==> src/rtl/board_status_led_ctrl.sv <==
`default_nettype none
// ============================================================================
// Module  : board_status_led_ctrl
// Brief   : Board LED stage: EMIF calibration tracking, reset-pulse stretching,
//           heartbeat. Optional calibration timeout: STATUS_LED_CAL_TIMEOUT_EN.
// Revision: 1.0
// ============================================================================
module board_status_led_ctrl #(
  parameter int HOLD_CYCLES = 33554432,
  parameter int BLINK_LOG2  = 25,
  parameter int CAL_TIMEOUT = 268435456
) (
  input  logic       clk_u59,
  input  logic       any_rst,
  input  logic       pcie_perstn,
  input  logic       cpu_reset,
  input  logic [3:0] pio_led,
  input  logic       cal_success_a,
  input  logic       cal_fail_a,
  input  logic       cal_success_b,
  input  logic       cal_fail_b,
  output logic [8:0] leds,
  output logic [1:0] cal_state_a,
  output logic [1:0] cal_state_b
);

  typedef enum logic [1:0] {
    ST_WAIT = 2'd0,
    ST_PASS = 2'd1,
    ST_FAIL = 2'd2,
    ST_TMO  = 2'd3
  } cal_state_t;

  localparam int            HW       = $clog2(HOLD_CYCLES + 1);
  localparam logic [HW-1:0] HOLD_MAX = HW'(HOLD_CYCLES);
  localparam int            BW       = BLINK_LOG2 + 1;

`ifdef STATUS_LED_CAL_TIMEOUT_EN
  localparam int            TW       = $clog2(CAL_TIMEOUT + 1);
  localparam logic [TW-1:0] TMO_LAST = TW'(CAL_TIMEOUT - 1);
`else
  logic unused_tmo_cfg;
  assign unused_tmo_cfg = ^CAL_TIMEOUT;
`endif

  // Channel index 0 is EMIF A, index 1 is EMIF B.
  logic [1:0] succ_meta;
  logic [1:0] fail_meta;
  logic [1:0] s_succ;
  logic [1:0] s_fail;

  always_ff @(posedge clk_u59) begin
    if (any_rst) begin
      succ_meta <= '0;
      fail_meta <= '0;
      s_succ    <= '0;
      s_fail    <= '0;
    end else begin
      succ_meta <= {cal_success_b, cal_success_a};
      fail_meta <= {cal_fail_b, cal_fail_a};
      s_succ    <= succ_meta;
      s_fail    <= fail_meta;
    end
  end

  logic [BW-1:0] blk;

  always_ff @(posedge clk_u59) begin
    if (any_rst) begin
      blk <= '0;
    end else begin
      blk <= blk + 1'b1;
    end
  end

  logic [3:0] state_bus;
  logic [1:0] err_set;
  logic [1:0] ind;

  for (genvar ch = 0; ch < 2; ch++) begin : g_ch
    cal_state_t state;
    logic       tmo_hit;
    logic       ind_c;

`ifdef STATUS_LED_CAL_TIMEOUT_EN
    logic [TW-1:0] tmo_cnt;
    assign tmo_hit = (tmo_cnt == TMO_LAST);
`else
    assign tmo_hit = 1'b0;
`endif

    always_ff @(posedge clk_u59) begin
      if (any_rst) begin
        state   <= ST_WAIT;
`ifdef STATUS_LED_CAL_TIMEOUT_EN
        tmo_cnt <= '0;
`endif
      end else begin
        case (state)
          ST_WAIT: begin
`ifdef STATUS_LED_CAL_TIMEOUT_EN
            tmo_cnt <= tmo_cnt + 1'b1;
`endif
            if (s_fail[ch]) begin
              state <= ST_FAIL;
            end else if (s_succ[ch]) begin
              state <= ST_PASS;
`ifdef STATUS_LED_CAL_TIMEOUT_EN
              tmo_cnt <= '0;
`endif
            end else if (tmo_hit) begin
              state <= ST_TMO;
            end
          end
          ST_PASS: begin
`ifdef STATUS_LED_CAL_TIMEOUT_EN
            tmo_cnt <= '0;
`endif
            if (s_fail[ch]) begin
              state <= ST_FAIL;
            end else if (!s_succ[ch]) begin
              state <= ST_WAIT;
            end
          end
          ST_TMO: begin
            if (s_fail[ch]) begin
              state <= ST_FAIL;
            end else if (s_succ[ch]) begin
              state <= ST_PASS;
`ifdef STATUS_LED_CAL_TIMEOUT_EN
              tmo_cnt <= '0;
`endif
            end
          end
          default: begin
            state <= ST_FAIL;
          end
        endcase
      end
    end

    // Mirrors the FAIL/TMO entry conditions so err rises on the same edge.
    assign err_set[ch] = ((state != ST_FAIL) && s_fail[ch]) ||
                         ((state == ST_WAIT) && !s_succ[ch] && tmo_hit);

    always_comb begin
      ind_c = 1'b0;
      case (state)
        ST_PASS: ind_c = 1'b1;
        ST_WAIT: ind_c = blk[BLINK_LOG2];
        ST_FAIL: ind_c = blk[BLINK_LOG2-3];
        default: ind_c = 1'b0;
      endcase
    end

    assign ind[ch]             = ind_c;
    assign state_bus[2*ch +: 2] = state;
  end

  assign cal_state_a = state_bus[1:0];
  assign cal_state_b = state_bus[3:2];

  logic err;

  always_ff @(posedge clk_u59) begin
    if (any_rst) begin
      err <= 1'b0;
    end else if (|err_set) begin
      err <= 1'b1;
    end
  end

  // Stretch slots: 0 = POR, 1 = CPU reset, 2 = PCIe PERST#.
  logic [HW-1:0] str_cnt [3];
  logic [2:0]    str_clr;
  logic [2:0]    str_act;

  assign str_clr = {~pcie_perstn, cpu_reset, 1'b0};

  always_ff @(posedge clk_u59) begin
    if (any_rst) begin
      for (int i = 0; i < 3; i++) begin
        str_cnt[i] <= '0;
      end
    end else begin
      for (int i = 0; i < 3; i++) begin
        if (str_clr[i]) begin
          str_cnt[i] <= '0;
        end else if (str_cnt[i] < HOLD_MAX) begin
          str_cnt[i] <= str_cnt[i] + 1'b1;
        end
      end
    end
  end

  // A clearing input lights its LED on the same edge it is sampled.
  always_comb begin
    str_act = '0;
    for (int i = 0; i < 3; i++) begin
      str_act[i] = str_clr[i] | (str_cnt[i] < HOLD_MAX);
    end
  end

  always_ff @(posedge clk_u59) begin
    if (any_rst) begin
      leds <= '0;
    end else begin
      leds <= {ind[0],
               ind[1],
               blk[BLINK_LOG2],
               err,
               1'b0,
               str_act[0] | pio_led[3],
               str_act[2] | pio_led[2],
               str_act[1] | pio_led[1],
               str_act[0] | pio_led[0]};
    end
  end

endmodule
`default_nettype wire

==> config.mk <==
export PLATFORM = sky130hd
export DESIGN_NAME = board_status_led_ctrl
export DESIGN_NICKNAME = d
export VERILOG_FILES = /design/src/rtl/board_status_led_ctrl.sv
export SDC_FILE = /design/constraint.sdc
export NUM_CORES = 1
export LEC_CHECK = 0
export BUFFER_PORTS_ARGS = -buffer_cell sky130_fd_sc_hd__buf_2
export CAP_MARGIN = 10
export CELL_PAD_IN_SITES_DETAIL_PLACEMENT = 0
export CELL_PAD_IN_SITES_GLOBAL_PLACEMENT = 1
export CORE_ASPECT_RATIO = 1.1
export CORE_MARGIN = 2
export CORE_UTILIZATION = 44
export DETAILED_ROUTE_END_ITERATION = 10
export HOLD_SLACK_MARGIN = 0.1
export PLACE_DENSITY = 0.87
export SYNTH_ARGS = -nofsm -noshare
export SYNTH_HDL_FRONTEND = slang
export SYNTH_SLANG_ARGS = --single-unit
==> constraint.sdc <==
create_clock -name clk_u59 -period 2 [get_ports clk_u59]
set_input_delay 0.2 -clock clk_u59 [delete_from_list [all_inputs] [get_ports clk_u59]]
set_output_delay 0.2 -clock clk_u59 [all_outputs]
set_load 0.01 [all_outputs]
==> flow_summary.json, run 1 <==
{
  "status": "complete, no violations",
  "period_needed_ns": 1.96,
  "setup_tns_ns": 0,
  "ys_warn_count": 0,
  "required_ns": 2.27,
  "post_drt_wl_per_cell_um": 14.2,
  "timing.final.ws_setup_ns": 0.0400,
  "ys_types": 52,
  "overflow": 0,
  "grtUsageTotal_pct": 18.4,
  "io_buffer_count": 23,
  "core_um2": 13700,
  "cp.arrival_ns": 2.23,
  "ys_async_sr_fraction_pct": 0,
  "utilization_pct": 54.4,
  "crit_fanout": 12,
  "ir_worst_vdd_mv": 0.725,
  "max_slew_margin_pct": 64.5,
  "via_count": 4811,
  "antenna_found_initial": 0,
  "path_cells": "nand3_1, or4_4, or4b_1, a21oi_1",
  "ant_nets": 0,
  "hold_viol": 0,
  "layout_commonest_cell": "edfxtp_1",
  "cts.clk_slew.worst_paths_ns": 0.06,
  "syn_avg_cell_area_um2": 10.0,
  "synthesis.nets": 639,
  "ioPinCount": 25,
  "whs_ns": 0.142,
  "setup_viol": 0,
  "clk_latency_ns": 0.42,
  "place_congestion": 0.742,
  "rows": 45,
  "path_class": "reg -> reg",
  "maxCapViolCount": 0,
  "htree_levels": 4,
  "cts.path.max_buffers": 2,
  "critPathLaunchType": "flip-flop",
  "drive_above_1_share_pct": 16.7,
  "cts_buffers": 17,
  "clock-root-buffer": "clkbuf_16",
  "synth_edf_count": 78,
  "ys.flop_type": "edfxtp_1",
  "cts_num_sinks": 125,
  "grt_setup_unrepaired": "yes",
  "min_period_over_period_pct": 98.0,
  "synthCells": 617,
  "slowest_stage": "or4_4",
  "die_x_um": 117,
  "area_growth_pct": 21.1,
  "power_density_nw_per_um2": 865,
  "finClkSkew_ns": 0.00711,
  "drt_wl_total_um": 12600,
  "dieArea_um2": 15000,
  "cpPeakStageDelay_ns": 0.60,
  "nNetsFinal": 711,
  "first_iter_violations": 435,
  "synth-seq-cells": 125,
  "cts_tree": "yes",
  "fmax_mhz": 510,
  "dp.cells": 845,
  "synth_area_um2": 6180,
  "first_global_vias": 4789,
  "fp.dieH_um": 128,
  "ys_seq_area_share_pct": 53.1,
  "hold_class": "in -> reg",
  "drt_drc_violations_left": 0,
  "start_util_pct": 45.0,
  "fin_cells": 890,
  "maxSlewViolCount": 0,
  "grt_max_degree": 38,
  "final_cell_mix": "edfxtp_1 (78), nor2_1 (62), buf_4 (46)",
  "p_leak_uw": 0.00266,
  "dpl.hpwl_um": 8310,
  "post_drt_via_cell_ratio": 5.41,
  "first_pass_iters": 4,
  "tightest_slew_ns": 0.532,
  "grt_pass1_wl_um": 21900,
  "pre_cts_slack_ns": 0.0511,
  "antennaDiodeCount": 0,
  "cp-end-kind": "flip-flop"
}
## cell type report
cell class,count,area [µm²]
Clock inverter,8,71.3
Timing Repair Buffer,78,551
Fill cell,1230,6260
Multi-Input combinational cell,442,2710
Clock buffer,24,536
Tap cell,188,235
Sequential cell,125,3290
Inverter,25,93.8
## Yosys cell counts, types with 6 or more instances
library cell  number  area share [%]
nor2b_1           13             1.3
a21oi_1           46             3.7
xnor2_1           29             4.1
o21ai_0           24             1.9
edfxtp_1          78              38
nand3_1           35             2.8
or4_1             17             2.1
nand4_1           21             2.1
xor2_1            22             3.1
or3_1             25             2.5
nor3_1            11            0.89
nand2_1           39             2.4
dfxtp_1           47              15
inv_1             25             1.5
clkbuf_1          18             1.1
ha_1              10             2.0
nor2_1            62             3.8
nand2b_1           6            0.61
o31ai_1           14             1.7
nor4_1            13             1.3
and3_1            10             1.0
and4_1             9             1.3
## final timing paths
check	slack, ns	cells past startpoint	start	endpoint
setup / recovery	0.04	4	str_cnt[1][7]$_SDFFCE_PN0P_	str_cnt[1][19]$_SDFFCE_PN0P_
hold / removal	0.14	3	cpu_reset	leds[1]$_SDFF_PP0_
setup reg to reg	0.04	4	str_cnt[1][7]$_SDFFCE_PN0P_	str_cnt[1][19]$_SDFFCE_PN0P_
hold reg to reg	0.43	1	fail_meta[1]$_SDFF_PP0_	s_fail[1]$_SDFF_PP0_
## routing by layer
layer,global-route usage [%],vias up,part of all wire [%]
li1,-,2426,-
met1,23.0,2307,46
met2,30.2,60,49
met3,4.63,18,2.8
met4,7.40,0,1.5
met5,0,-,0
## where the power goes
| group | switching (µW) | internal, µW | leakage (µW) | total, µW |
|---|---|---|---|---|
| Combinational | 230 | 187 | 0.00103 | 417 |
| Clock | 1130 | 1990 | 0.000303 | 3120 |
| Sequential | 92.9 | 2840 | 0.00134 | 2930 |
## kinds of logic after synthesis
logic type | synth area share [%]
compound gates | 9.82
xor+xnor | 7.23
fa+ha+maj | 2.03
buf+inv | 3.38
flops | 53.1
mux | 0.182
other cells | 0.0607
simple gates | 24.2
## through the flow
stage / instance area (µm²) / power [µW]
2_1_floorplan: 6190 / 3230
3_3_place_gp: 6740 / 3360
3_5_place_dp: 6740 / 3390
4_1_cts: 7430 / 6510
5_1_grt: 7480 / 6700
6_report: 7480 / 6470
## worst max-delay path: cells and delay by family (launching register included)
family	cells	cell delay (ns)
simple gates	3	1.23
compound gates	1	0.15
flops	1	0.43
## registers in the layout, summed over array words and instances, names as in the netlist
name         cells
blk             26
cal_state_a      2
cal_state_b      2
err              1
fail_meta        2
leds             8
s_fail           2
s_succ           2
str_cnt         78
succ_meta        2
## timing repair
item / in CTS / in global routing
gates resized for setup: 0 / 5
hold buffers: 9 / 0
endpoints found under the setup margin: 0 / 15
buffers inserted: 0 / 4
endpoints found under the hold margin: 8 / 0
No activity file was read; power rests on OpenSTA's default activity.
==> inputs of run 2 (changes only) <==
--- a/config.mk
+++ b/config.mk
@@ -12,7 +12,9 @@
 export CORE_ASPECT_RATIO = 1.1
 export CORE_MARGIN = 2
 export CORE_UTILIZATION = 44
+export CTS_CLUSTER_SIZE = 8
 export DETAILED_ROUTE_END_ITERATION = 10
+export GPL_TIMING_DRIVEN = 0
 export HOLD_SLACK_MARGIN = 0.1
 export PLACE_DENSITY = 0.87
 export SYNTH_ARGS = -nofsm -noshare
==> constraint.sdc (replaced) <==
create_clock -name clk_u59 -period 2 [get_ports clk_u59]
set_input_delay 0.2 -clock clk_u59 [delete_from_list [all_inputs] [get_ports clk_u59]]
set_output_delay 0.2 -clock clk_u59 [all_outputs]
set_load 0.05 [all_outputs]
==> flow_summary.json, run 2 (synthesis results as in run 1) <==
{
  "met3_usage_pct": 5.34,
  "min_from": "cpu_reset",
  "fp.dieH_um": 128,
  "p_sw_uw": 1480,
  "r2r_cells": 6,
  "cts_num_sinks": 125,
  "area_growth_pct": 22.5,
  "r2r_end": "str_cnt[0][24]$_SDFFCE_PN0P_",
  "min_period_over_period_pct": 99.1,
  "ir_worst_vdd_mv": 0.590,
  "clock-root-buffer": "clkbuf_16",
  "swShare_pct": 23.4,
  "first_pass_iters": 5,
  "post_drt_wl_per_cell_um": 15.3,
  "path_class": "reg -> reg",
  "antenna_found_initial": 0,
  "grt_setup_unrepaired": "yes",
  "p_seq_share_pct": 46.5,
  "use_met1_pct": 22.5,
  "design_area_um2": 7570,
  "start_util_pct": 45.0,
  "drt_wl_total_um": 13800,
  "cts_buffers": 17,
  "tightest_slew_ns": 0.688,
  "dp.cells": 827,
  "slowest_stage": "or4_4",
  "htree_levels": 4,
  "post_drt_via_cell_ratio": 5.47,
  "cts.clk_slew.worst_paths_ns": 0.05,
  "p_comb_share_pct": 8.2,
  "dpl.hpwl_um": 8530,
  "hold_class": "in -> reg",
  "grt_pass1_wl_um": 22200,
  "required_ns": 2.16,
  "fmax_mhz": 504,
  "fill_cells": 1241,
  "first_iter_violations": 313,
  "cts.path.max_buffers": 2,
  "fin_cells": 900,
  "grt_max_degree": 27,
  "path_cells": "ha_2, nand4_1, buf_4, or4_4, o31ai_1, a21oi_1",
  "die_x_um": 117,
  "whs_ns": 0.152,
  "first_global_vias": 4867,
  "met2_usage_pct": 31.7,
  "power_density_nw_per_um2": 836,
  "antennaDiodeCount": 0,
  "top_register": "str_cnt",
  "via_count": 4925,
  "max_slew_margin_pct": 54.0,
  "maxSlewViolCount": 0,
  "ioPinCount": 25,
  "critPathLaunchType": "flip-flop",
  "io_buffer_count": 22,
  "core_um2": 13700,
  "drive_above_1_share_pct": 18.5,
  "finClkSkew_ns": 0.00837,
  "rows": 45,
  "setup_viol": 0,
  "dieArea_um2": 15000,
  "drt_drc_violations_left": 0,
  "crit_fanout": 5,
  "final_cell_mix": "edfxtp_1 (78), nor2_1 (62), a21oi_1 (45)",
  "reg_top3": "str_cnt (78), blk (26), leds (8)",
  "layout_commonest_cell": "edfxtp_1",
  "busiest_layer": "met2",
  "ant_nets": 0,
  "setup_tns_ns": 0,
  "grtUsageTotal_pct": 18.9,
  "p_leak_uw": 0.00267,
  "largest_reg_flops": 78,
  "regToRegStartpoint": "str_cnt[0][0]$_SDFFCE_PN0P_",
  "place_area_um2": 6530,
  "cp.arrival_ns": 2.14,
  "min_to": "leds[1]$_SDFF_PP0_",
  "clk_latency_ns": 0.41,
  "period_needed_ns": 1.98,
  "maxCapViolCount": 0,
  "hold_viol": 0,
  "place_congestion": 0.803,
  "p_int_uw": 4850,
  "status": "complete, no violations",
  "holdPathStages": 3,
  "cpPeakStageDelay_ns": 0.45,
  "rrSetupSlack_ns": 0.02,
  "clock_power_share_pct": 45.3,
  "cts_tree": "yes",
  "nNetsFinal": 721,
  "cp-end-kind": "flip-flop",
  "overflow": 0
}
==> run 2: cell types whose count changed in the layout (fill, tap and decap cells not counted), moves of 3 or more <==
| cell | before | now |
|---|---|---|
| nand3_2 | 0 | 3 |
| buf_6 | 0 | 3 |
| buf_4 | 46 | 36 |
| dfxtp_2 | 3 | 9 |
| clkbuf_1 | 2 | 13 |
| clkbuf_2 | 0 | 3 |
| clkinv_1 | 0 | 3 |
| nand3_1 | 35 | 32 |
| ha_1 | 9 | 6 |
| inv_4 | 3 | 0 |
| dfxtp_1 | 44 | 36 |
==> run 2: metrics by stage <==
stage / setup WS, ns / util [%] / total power [µW]
after floorplan: 0.00230 / - / 3300
after global placement: -0.619 / 47.5 / 3410
after detailed placement: -0.713 / 47.5 / 3430
after CTS: 0.0000968 / 53.7 / 6350
after global routing: -0.0608 / 55.1 / 6570
final: 0.0174 / 55.1 / 6330
==> run 2: worst max path at each step <==
| stage | from | to | slack (ns) |
|---|---|---|---|
| floorplan | blk[0]$_SDFF_PP0_ | blk[24]$_SDFF_PP0_ | 0.002 |
| global placement | any_rst | str_cnt[0][13]$_SDFFCE_PN0P_ | -0.62 |
| detailed placement | any_rst | str_cnt[0][13]$_SDFFCE_PN0P_ | -0.71 |
| CTS | blk[5]$_SDFF_PP0_ | blk[24]$_SDFF_PP0_ | 0.0001 |
| global route | str_cnt[0][0]$_SDFFCE_PN0P_ | str_cnt[0][22]$_SDFFCE_PN0P_ | -0.06 |
| finish | str_cnt[0][0]$_SDFFCE_PN0P_ | str_cnt[0][24]$_SDFFCE_PN0P_ | 0.02 |
==> run 2: timing repair <==
item / in CTS / in global routing
gates cloned: 1 / 2
hold endpoints to repair: 8 / 0
endpoints found under the setup margin: 107 / 67
hold buffers: 9 / 0
pin swaps: 6 / 9
buffers inserted: 19 / 16
gates resized for setup: 17 / 30
==> run 2: critical path, delay by kind of cell, from the launching register on <==
kind	cells	cell delay, ns
DFF	1	0.42
adders and majority gates	1	0.23
buffers and inverters	1	0.16
and+or+nand+nor	2	0.58
AOI/OAI and AO/OA	2	0.33
==> run 2: cell type report <==
cell class / instances / area (µm²) / area share (%)
Clock buffer: 25 / 528 / 6.98
Multi-Input combinational cell: 444 / 2810 / 37.1
Tap cell: 188 / 235 / 3.11
Clock inverter: 7 / 31.3 / 0.413
Inverter: 25 / 93.8 / 1.24
Sequential cell: 125 / 3300 / 43.6
Buffer: 19 / 101 / 1.34
Timing Repair Buffer: 67 / 468 / 6.18
==> run 2: routing by layer <==
layer / part of all wire [%] / wire length, µm
met4: 1.4 / 192
met2: 51 / 7010
met1: 44 / 6010
met5: 0 / 0
met3: 4.1 / 560
==> run 2: power groups by stage <==
stage / combinational [µW] / sequential [µW] / clock, µW
global placement: 416 / 2990 / 0
detailed placement: 432 / 3000 / 0
finish: 516 / 2940 / 2870
global route: 577 / 2960 / 3030
floorplan: 246 / 3050 / 0
CTS: 491 / 2940 / 2910
